==> src/rtl/melody_player_pkg.sv <==
// -----------------------------------------------------------------------------
// melody_player_pkg
//   Shared definitions for the melody player:
//     - state_t           : playback FSM state encoding
//     - DEF_SPEAKER_ADDR  : default peripheral address of the speaker
//     - DEF_BUTTON_ADDR   : default peripheral address of the button register
//     - NOTE_MIN/NOTE_MAX : valid note-code range; NOTE_REST (0) is a rest
//     - is_note_code()    : helper to classify a ROM note byte
// -----------------------------------------------------------------------------
package melody_player_pkg;

    typedef enum logic [2:0] {
        ST_IDLE     = 3'd0,
        ST_POLL     = 3'd1,
        ST_FETCH    = 3'd2,
        ST_WAIT_ROM = 3'd3,
        ST_PLAY     = 3'd4,
        ST_HOLD     = 3'd5,
        ST_GAP      = 3'd6,
        ST_SILENCE  = 3'd7
    } state_t;

    localparam int unsigned DEF_SPEAKER_ADDR = 9;
    localparam int unsigned DEF_BUTTON_ADDR  = 0;

    localparam logic [7:0] NOTE_REST = 8'd0;
    localparam logic [7:0] NOTE_MIN  = 8'd60;
    localparam logic [7:0] NOTE_MAX  = 8'd96;

    // True for a rest or for a note code the speaker understands.
    function automatic logic is_note_code(input logic [7:0] note);
        return (note == NOTE_REST) || ((note >= NOTE_MIN) && (note <= NOTE_MAX));
    endfunction

endpackage

==> src/rtl/melody_player_unit_timer.sv <==
// -----------------------------------------------------------------------------
// melody_player_unit_timer
//   Tick prescaler plus 8-bit unit down-counter. A load clears the prescaler
//   and loads the unit count; while i_run is high the prescaler counts
//   TICKS_PER_UNIT cycles per unit. o_expire is high during the final cycle of
//   the loaded interval, so an interval of N units lasts N*TICKS_PER_UNIT
//   cycles counted from the first cycle after the load.
//
// Ports
//   i_clk      : clock
//   i_reset_n  : asynchronous active-low reset
//   i_load     : clear prescaler and load i_units (has priority over i_run)
//   i_units    : number of units to time
//   i_run      : count enable
//   o_expire   : last cycle of the timed interval
// -----------------------------------------------------------------------------
module melody_player_unit_timer #(
    parameter int unsigned TICKS_PER_UNIT = 12000
) (
    input  logic       i_clk,
    input  logic       i_reset_n,
    input  logic       i_load,
    input  logic [7:0] i_units,
    input  logic       i_run,
    output logic       o_expire
);

    localparam int unsigned TICK_W = (TICKS_PER_UNIT > 1) ? $clog2(TICKS_PER_UNIT) : 1;
    localparam logic [TICK_W-1:0] TICK_LAST = TICK_W'(TICKS_PER_UNIT - 1);

    logic [TICK_W-1:0] r_tick;
    logic [7:0]        r_units;
    logic              w_unit_end;

    assign w_unit_end = (r_tick == TICK_LAST);

    // A unit count of 0 behaves like 1 so the timer can never lock up.
    assign o_expire = i_run && w_unit_end && (r_units <= 8'd1);

    always_ff @(posedge i_clk or negedge i_reset_n) begin
        if (!i_reset_n) begin
            r_tick  <= '0;
            r_units <= '0;
        end else if (i_load) begin
            r_tick  <= '0;
            r_units <= i_units;
        end else if (i_run) begin
            if (w_unit_end) begin
                r_tick <= '0;
                if (r_units != 8'd0) begin
                    r_units <= r_units - 8'd1;
                end
            end else begin
                r_tick <= r_tick + 1'b1;
            end
        end
    end

endmodule

==> src/rtl/melody_player.sv <==
// -----------------------------------------------------------------------------
// melody_player
//   Plays a melody stored in an external ROM by writing note codes to a
//   speaker peripheral. Each ROM word is {note, duration}; a duration of 0
//   ends the song. Every note is followed by a silent gap of GAP_UNITS units.
//
// Peripheral bus protocol: there is no valid/ready handshake. A write is a
// single cycle with write_enable=1, address and data_out valid in that same
// cycle; the responder always accepts it. A read is address held with
// write_enable=0; the responder returns registered data on data_in one cycle
// later. write_enable is never high two cycles in a row and data_out is 0
// whenever write_enable is 0.
//
// Ports
//   clk          : clock, all state changes on posedge
//   reset        : asynchronous active-low reset
//   address      : peripheral bus address
//   data_out     : peripheral bus write data
//   data_in      : peripheral bus read data (registered by responder)
//   write_enable : one-cycle write strobe
//   start        : level, starts playback from index 0 while idle
//   stop         : level, aborts playback
//   auto_start   : poll the button register for a start request while idle
//   song_addr    : melody ROM index
//   song_data    : ROM word {note[15:8], duration[7:0]}, one-cycle latency
//   busy         : high in every state except IDLE
//   done         : one-cycle pulse when playback ends or a stop completes
//   o_dbg_state  : current FSM state for observation
// -----------------------------------------------------------------------------
module melody_player
    import melody_player_pkg::*;
#(
    parameter int unsigned TICKS_PER_UNIT = 12000,
    parameter int unsigned GAP_UNITS      = 10,
    parameter int unsigned SPEAKER_ADDR   = DEF_SPEAKER_ADDR,
    parameter int unsigned BUTTON_ADDR    = DEF_BUTTON_ADDR
) (
    input  logic        clk,
    input  logic        reset,
    output logic [5:0]  address,
    output logic [7:0]  data_out,
    input  logic [7:0]  data_in,
    output logic        write_enable,
    input  logic        start,
    input  logic        stop,
    input  logic        auto_start,
    output logic [7:0]  song_addr,
    input  logic [15:0] song_data,
    output logic        busy,
    output logic        done,
    output state_t      o_dbg_state
);

    localparam logic [5:0] SPK_ADDR = 6'(SPEAKER_ADDR);
    localparam logic [5:0] BTN_ADDR = 6'(BUTTON_ADDR);
    localparam logic [7:0] GAP_LEN  = 8'(GAP_UNITS);

    state_t     r_state;
    state_t     w_next;
    logic [7:0] r_index;
    logic [7:0] r_note;
    logic [7:0] r_dur;
    logic       r_first;        // first cycle after entering a state
    logic       r_poll_sample;  // second POLL cycle: data_in is valid
    logic       r_we_q;         // write_enable of the previous cycle
    logic       w_state_change;
    logic       w_timer_run;
    logic       w_timer_expire;
    logic [7:0] w_timer_units;
    logic       w_unused_data_in;

    // Only the button bit of the read data matters.
    assign w_unused_data_in = ^data_in[7:1];

    assign w_state_change = (w_next != r_state);
    assign w_timer_run    = (r_state == ST_HOLD) || (r_state == ST_GAP);
    assign w_timer_units  = (w_next == ST_HOLD) ? r_dur  :
                            (w_next == ST_GAP)  ? GAP_LEN : 8'd0;

    // The timer is reloaded on every state change, so its counters are
    // cleared on every state entry and always start fresh in HOLD and GAP.
    melody_player_unit_timer #(
        .TICKS_PER_UNIT (TICKS_PER_UNIT)
    ) u_unit_timer (
        .i_clk     (clk),
        .i_reset_n (reset),
        .i_load    (w_state_change),
        .i_units   (w_timer_units),
        .i_run     (w_timer_run),
        .o_expire  (w_timer_expire)
    );

    // ---------------------------------------------------------------- state
    always_ff @(posedge clk or negedge reset) begin
        if (!reset) begin
            r_state <= ST_IDLE;
        end else begin
            r_state <= w_next;
        end
    end

    // ----------------------------------------------------------- next state
    always_comb begin
        w_next = r_state;
        case (r_state)
            ST_IDLE: begin
                if (start) begin
                    w_next = ST_FETCH;
                end else if (auto_start) begin
                    w_next = ST_POLL;
                end
            end
            ST_POLL: begin
                if (r_poll_sample) begin
                    w_next = data_in[0] ? ST_FETCH : ST_IDLE;
                end
            end
            ST_FETCH:    w_next = ST_WAIT_ROM;
            ST_WAIT_ROM: w_next = (song_data[7:0] == 8'd0) ? ST_SILENCE : ST_PLAY;
            ST_PLAY:     w_next = ST_HOLD;
            ST_HOLD: begin
                if (w_timer_expire) begin
                    w_next = ST_GAP;
                end
            end
            ST_GAP: begin
                if (w_timer_expire) begin
                    w_next = ST_FETCH;
                end
            end
            ST_SILENCE: begin
                // If the previous cycle was a write, the silencing write
                // waits one cycle so the strobe never repeats back to back.
                if (!r_we_q) begin
                    w_next = ST_IDLE;
                end
            end
            default: w_next = ST_IDLE;
        endcase
        // Stop overrides every other transition, including timer expiry.
        if (stop && (r_state != ST_IDLE) && (r_state != ST_SILENCE)) begin
            w_next = ST_SILENCE;
        end
    end

    // -------------------------------------------------------------- outputs
    always_comb begin
        write_enable = 1'b0;
        data_out     = 8'd0;
        done         = 1'b0;
        case (r_state)
            ST_PLAY: begin
                write_enable = 1'b1;
                data_out     = r_note;
            end
            ST_GAP: begin
                write_enable = r_first;
            end
            ST_SILENCE: begin
                write_enable = !r_we_q;
                done         = !r_we_q;
            end
            default: begin
                write_enable = 1'b0;
            end
        endcase
        address     = write_enable ? SPK_ADDR : BTN_ADDR;
        busy        = (r_state != ST_IDLE);
        o_dbg_state = r_state;
    end

    assign song_addr = r_index;

    // ------------------------------------------------------------- datapath
    always_ff @(posedge clk or negedge reset) begin
        if (!reset) begin
            r_index       <= 8'd0;
            r_note        <= 8'd0;
            r_dur         <= 8'd0;
            r_first       <= 1'b0;
            r_poll_sample <= 1'b0;
            r_we_q        <= 1'b0;
        end else begin
            r_first       <= w_state_change;
            r_poll_sample <= (r_state == ST_POLL) && !r_poll_sample;
            r_we_q        <= write_enable;

            // Every playback starts at index 0; index 255 wraps naturally.
            if (r_state == ST_IDLE) begin
                r_index <= 8'd0;
            end else if ((r_state == ST_GAP) && (w_next == ST_FETCH)) begin
                r_index <= r_index + 8'd1;
            end

            if (r_state == ST_WAIT_ROM) begin
                r_note <= song_data[15:8];
                r_dur  <= song_data[7:0];
            end
        end
    end

endmodule

==> config.mk <==
export PLATFORM = sky130hd
export DESIGN_NAME = melody_player
export DESIGN_NICKNAME = d
export VERILOG_FILES = /design/src/rtl/melody_player_pkg.sv /design/src/rtl/melody_player_unit_timer.sv /design/src/rtl/melody_player.sv
export SDC_FILE = /design/constraint.sdc
export NUM_CORES = 1
export LEC_CHECK = 0
export ABC_AREA = 1
export CAP_MARGIN = 30
export CORE_MARGIN = 5
export CORE_UTILIZATION = 37
export CTS_CLUSTER_DIAMETER = 50
export DETAILED_ROUTE_END_ITERATION = 8
export GPL_TIMING_DRIVEN = 0
export PLACE_DENSITY_LB_ADDON = 0.3
export SYNTH_ARGS = -nofsm -noshare
export SYNTH_HDL_FRONTEND = slang
export SYNTH_SLANG_ARGS = --single-unit
==> constraint.sdc <==
create_clock -name clk -period 2.11 [get_ports clk]
set_clock_uncertainty 0.15 [all_clocks]
set_input_delay 0.211 -clock clk [delete_from_list [all_inputs] [get_ports clk]]
set_output_delay 0.211 -clock clk [all_outputs]
set_load 0.02 [all_outputs]
==> results of run 1 <==
[per-stage QoR]
step,util [%],cells,hold slack (ps),total power [W]
after floorplan,-,463,-235,0.00424
after global placement,44.5,619,322,0.00519
after detailed placement,44.7,620,77.3,0.00527
after CTS,50.5,662,267,0.00687
after global routing,52.9,673,282,0.00798
final,52.9,673,255,0.00739
[flip-flops by register name, indices dropped and copies added, names as in the netlist, 3 cells and up]
register and flops:
song_addr 8, u_unit_timer.r_tick 14, u_unit_timer.r_units 8, r_dur 8
r_note 8, o_dbg_state 3
[synthesized netlist by cell type (4+ instances only)]
cell / instances / area [sq um]
dfrtp_1: 52 / 1300
buf_6: 6 / 67.6
nand3_1: 24 / 120
clkbuf_1: 4 / 15.0
o21ai_0: 14 / 70.1
xor2_1: 17 / 149
nor3_1: 7 / 35.0
nand4_1: 23 / 144
buf_2: 4 / 20.0
ha_1: 5 / 62.6
nor2_1: 76 / 285
o21ai_1: 4 / 20.0
nor2_2: 4 / 25.0
a21oi_1: 16 / 80.1
nand2_1: 100 / 375
nand2_2: 4 / 25.0
inv_1: 54 / 203
nand3_2: 4 / 40.0
nand3_4: 4 / 70.1
buf_4: 6 / 45.0
inv_2: 5 / 18.8
[worst max-delay path: stages, from the launching register on]
cell and delay, ps:
dfrtp_2 480, buf_6 150, nand3_4 80, nor2_2 70, nor2_2 160, nand2_1 120
nor2_4 120, nand3_4 90, nand2_2 60, nand2_2 60, nor2_4 120, nand2_4 90
nor2_4 160, buf_6 160, nand2_4 50, nand2_2 70
[cell families (layout without fill, tap and decap cells)]
kind of cell	Yosys count	in the layout	share of synthesized area, %
flops	52	52	38.2
xor+xnor	20	20	5.14
buf+inv	82	181	11.2
compound gates	38	38	5.88
simple gates	261	261	37.3
other cells	1	4	0.110
mux	1	1	0.330
fa+ha+maj	5	5	1.84
[layout make-up]
| cell class | count | area [sq um] | area share [%] |
|---|---|---|---|
| Timing Repair Buffer | 92 | 821 | 17.0 |
| Buffer | 20 | 180 | 3.74 |
| Multi-Input combinational cell | 329 | 2030 | 42.1 |
| Clock inverter | 3 | 28.8 | 0.597 |
| Clock buffer | 5 | 68.8 | 1.43 |
| Inverter | 61 | 246 | 5.11 |
| Tap cell | 111 | 139 | 2.88 |
| Sequential cell | 52 | 1310 | 27.1 |
[worst max-delay path by stage]
stage	slack, ps	end	cells past startpoint
after floorplan	4	u_unit_timer.r_units[1]	13
after global placement	-1160	o_dbg_state[2]	1
after detailed placement	-280	u_unit_timer.r_tick[6]	14
after CTS	-110	u_unit_timer.r_tick[11]	15
after global routing	-300	u_unit_timer.r_tick[11]	15
final	-150	u_unit_timer.r_tick[11]	15
[routing by layer]
| layer | wire (microns) | global-route usage [%] |
|---|---|---|
| met1 | 3760 | 19.7 |
| met2 | 4710 | 28.5 |
| met3 | 440 | 3.64 |
| met4 | 118 | 4.81 |
| met5 | 0 | 0 |
[power breakdown]
part	switching (W)	internal (W)
sequential	0.000192	0.00132
combinational	0.00289	0.00234
clock	0.000397	0.000252
[what timing repair did]
action,4_1_cts,5_1_grt
gates resized for setup,64,70
pin swaps,29,28
buffers inserted,33,11
hold buffers,1,0
endpoints found under the hold margin,21,0
endpoints found under the setup margin,43,43
cloned,1,0
==> results.ini, run 1 <==
[synth]
async_reset_ff_share_pct = 100
synth.avg_cell_area_sq_um = 7.41
yosysWarnings = 0
synth-seq-cells = 52
synth_edf_count = 0
netlist_instances = 460
synth_area_sq_um = 3410
ys_seq_area_share_pct = 38.2
ys.flop_type = dfrtp_1
yosysUniqueCellTypes = 37

[cells_and_area]
area_growth_pct = 41.5
fillers = 872
final_area_sq_um = 4820
nets = 595
antenna_cells = 0
final_common_cell = nand2_1
drive_gt1_share_pct = 31.0
mostFrequentLayoutCells = nand2_1 (79), nor2_1 (64), dfrtp_1 (48), inv_1 (47), buf_4 (43)

[clock_tree]
cts_tree = built
cts_buffers = 5
clk_pin_slew_ps = 110
clock-root-buffer = clkbuf_8
clkLatencyLatePin_ps = 320
h-tree-depth = 2
ctsLongestPathBuffers = 2
cts.sinks = 52

[floorplanning]
initial_core_util_pct = 37.4
die-area_sq_um = 11200
coreArea_sq_um = 9110
pin_count = 57
rows = 35
dieWidth_microns = 106
die_h_microns = 106

[sta]
worstMarginPinSlew_ps = 586
slew_headroom_pct = 60.6
setup_tns_ps = -2230
finalHoldViolations = 0
finalCriticalPeriod_ps = 2260
setup_viol = 21
fmax_ghz = 0.442
finalCritPeriodShare_pct = 107
rsz0062_at_grt = yes
worst_slack_ps = -154
drv_slew = 0

[worst_setup_path]
worst_setup_path_start_kind = flop
path_class = flop to flop
required_ps = 2220
end_kind = flop
rr_worst_depth = 15
r2r_end = u_unit_timer.r_tick[11]
cp-startpoint = o_dbg_state[0]
crit_arrival_ps = 2370
reg2reg_from = o_dbg_state[0]
r2r_slack_ps = -150
crit_fanout = 5

[routing]
drtIter0Drc = 95
antenna_left = 0
vias_per_cell = 4.94
wire_per_inst_microns = 13.4
routed_wl_microns = 9030
num_vias = 3323
drc_errors = 0
firstDrtPassIters = 4

[grt]
grt_pass1_wl_microns = 15200
antenna_found_initial = 0
gr-total-overflow = 0
track_usage_pct = 16.2
grt_max_degree = 32
grt_pass1_vias = 3387

[place]
dp_slack_ps = -285
dp_hpwl_microns = 6130
gp_congestion = 0.896
port_buffers = 45
placed_area_sq_um = 4070

[hold_path]
hp-class = primary input to async pin

[power_and_ir_drop]
leakagePower_nw = 2.30
powerDensity_nw_per_um2 = 1530
ir_drop_v = 0.00113

[outcome]
violations = setup timing
outcome = finished, violations left

[run]
cap_violations = 0

Note: power is estimated with default switching activity, not from simulation.
==> run 2: changes to the inputs <==
--- a/config.mk
+++ b/config.mk
@@ -16,3 +16,4 @@
 export SYNTH_ARGS = -nofsm -noshare
 export SYNTH_HDL_FRONTEND = slang
 export SYNTH_SLANG_ARGS = --single-unit
+export TNS_END_PERCENT = 10
==> results.ini, run 2 (synthesized netlist as in run 1, its figures left out) <==
[outcome]
outcome = finished, violations left
violations = setup timing

[worst_setup_path]
slowest_delay_ps = 480
slowest_stage = dfrtp_2
path_class = flop to flop
required_ps = 2220
path_buf_inv = 2
crit_arrival_ps = 2350
crit_top_cell = nand2_2
end_kind = flop
crit_family = simple AND/OR/NAND/NOR gates
worst_setup_path_start_kind = flop
r2r_slack_ps = -130
crit_fanout = 5
worstPathCellList = buf_6 > nand3_4 > nor2_2 > nor2_2 > nand2_2 > nor2_4 > nand3_4 > nand2_2 > nand2_2 > nor2_4 > nand2_4 > nor2_4 > buf_6 > nand2_4 > nand2_2

[power_and_ir_drop]
p_int_w = 0.00366
p_sw_w = 0.00329
swShare_pct = 47.4
ir_drop_v = 0.00111
p_comb_share_pct = 68.9
clkPwrFrac_pct = 9.3
powerDensity_nw_per_um2 = 1480
p_seq_share_pct = 21.8
leakagePower_nw = 2.24

[grt]
grt_pass1_wl_microns = 15100
grt_pass1_vias = 3328
gr-total-overflow = 0
grt_max_degree = 32
antenna_found_initial = 0
track_usage_pct = 16.1

[sta]
drv_slew = 0
finalHoldViolations = 0
worst_slack_ps = -130
finalCritPeriodShare_pct = 106
rsz0062_at_grt = yes
worstMarginPinSlew_ps = 558
setup_viol = 22
slew_headroom_pct = 62.5
fmax_ghz = 0.446
finalCriticalPeriod_ps = 2240

[floorplanning]
die_h_microns = 106
coreArea_sq_um = 9110
pin_count = 57
rows = 35
die-area_sq_um = 11200
dieWidth_microns = 106
initial_core_util_pct = 37.4

[cells_and_area]
ff_latch_area_sq_um = 1310
mostFrequentLayoutCells = nand2_1 (82), nor2_1 (66), inv_1 (48), dfrtp_1 (48), buf_4 (36)
final_common_cell = nand2_1
final_util_pct = 51.4
drive_gt1_share_pct = 27.6
area_growth_pct = 37.5
antenna_cells = 0
regMostFlops = u_unit_timer.r_tick
fillers = 865
multiInputGateArea_sq_um = 1970
largest_reg_flops = 14
nets = 587

[clock_tree]
ctsLongestPathBuffers = 2
clkLatencyLatePin_ps = 320
cts_tree = built
cts.sinks = 52
h-tree-depth = 2
clk_pin_slew_ps = 110
clock-root-buffer = clkbuf_8
cts_buffers = 5

[place]
port_buffers = 45
gp_congestion = 0.896
dp_hpwl_microns = 6130
dp_slack_ps = -285

[routing]
num_vias = 3283
drtIter0Drc = 124
drc_errors = 0
wire_per_inst_microns = 13.3
antenna_left = 0
firstDrtPassIters = 4
vias_per_cell = 4.94
routed_wl_microns = 8820

[run]
cap_violations = 0

[hold_path]
hp-class = primary input to async pin

run 2: changes by cell type in the layout (fill, tap and decap cells not counted), sizes merged:
cell | before | now
clkbuf | 16 | 13
clkinv | 2 | 1
buf | 67 | 60
clkdlybuf4s15 | 1 | 3
inv | 61 | 63
clkinvlp | 1 | 0
run 2: path summary, 6_finish.rpt:
| check | start | endpoint | cells after the start |
|---|---|---|---|
| worst max-delay path | o_dbg_state[0] | u_unit_timer.r_tick[11] | 15 |
| worst min-delay path | reset | r_note[2] | 2 |
| worst max register to register | o_dbg_state[0] | u_unit_timer.r_tick[11] | 15 |
| worst min register to register | r_dur[6] | r_dur[6] | 2 |
| max in group asynchronous | reset | o_dbg_state[0] | 3 |
| min in group clk | song_data[8] | r_note[0] | 3 |
run 2: layer usage:
metal  track usage, %  part of all wire (%)  up-vias
met5                0                     0        -
met4             3.61                   1.6        0
met3             3.58                   5.2       11
met2             28.6                    51       85
met1             19.9                    42     1543
li1                 -                     -     1644
run 2: what timing repair did:
item / CTS / global route
gates resized for setup: 61 / 59
hold buffers: 1 / 0
cloned: 1 / 0
pin swaps: 21 / 19
hold endpoints to repair: 21 / 0
endpoints found under the setup margin: 43 / 43
buffers inserted: 28 / 8
run 2: area by class of cell:
| class | count | area share [%] |
|---|---|---|
| plain buffers | 20 | 3.60 |
| clock buffers | 5 | 1.47 |
| clock inverters | 3 | 0.614 |
| inverters | 61 | 5.21 |
| multi-input cells | 329 | 42.1 |
| flip-flops and latches | 52 | 27.9 |
| well taps | 111 | 2.96 |
| repair buffers | 84 | 16.2 |
run 2: power by group through the flow:
stage / registers (W) / logic [W] / clock network [W]
floorplan: 0.00159 / 0.00265 / 0
global placement: 0.00158 / 0.00362 / 0
detailed placement: 0.00158 / 0.00369 / 0
CTS: 0.00151 / 0.00445 / 0.000670
global route: 0.00156 / 0.00527 / 0.000710
finish: 0.00152 / 0.00479 / 0.000644
run 2: through the flow:
stage | hold WS [ps] | std cells | cell area, sq um | setup TNS, ps | total power [W]
6_report | 259 | 665 | 4690 | -1860 | 0.00695
2_1_floorplan | -235 | 463 | 3460 | 0 | 0.00424
3_5_place_dp | 77.3 | 620 | 4070 | -7690 | 0.00527
5_1_grt | 283 | 665 | 4690 | -5740 | 0.00754
4_1_cts | 267 | 657 | 4540 | -1480 | 0.00663
3_3_place_gp | 322 | 619 | 4050 | -60340 | 0.00519
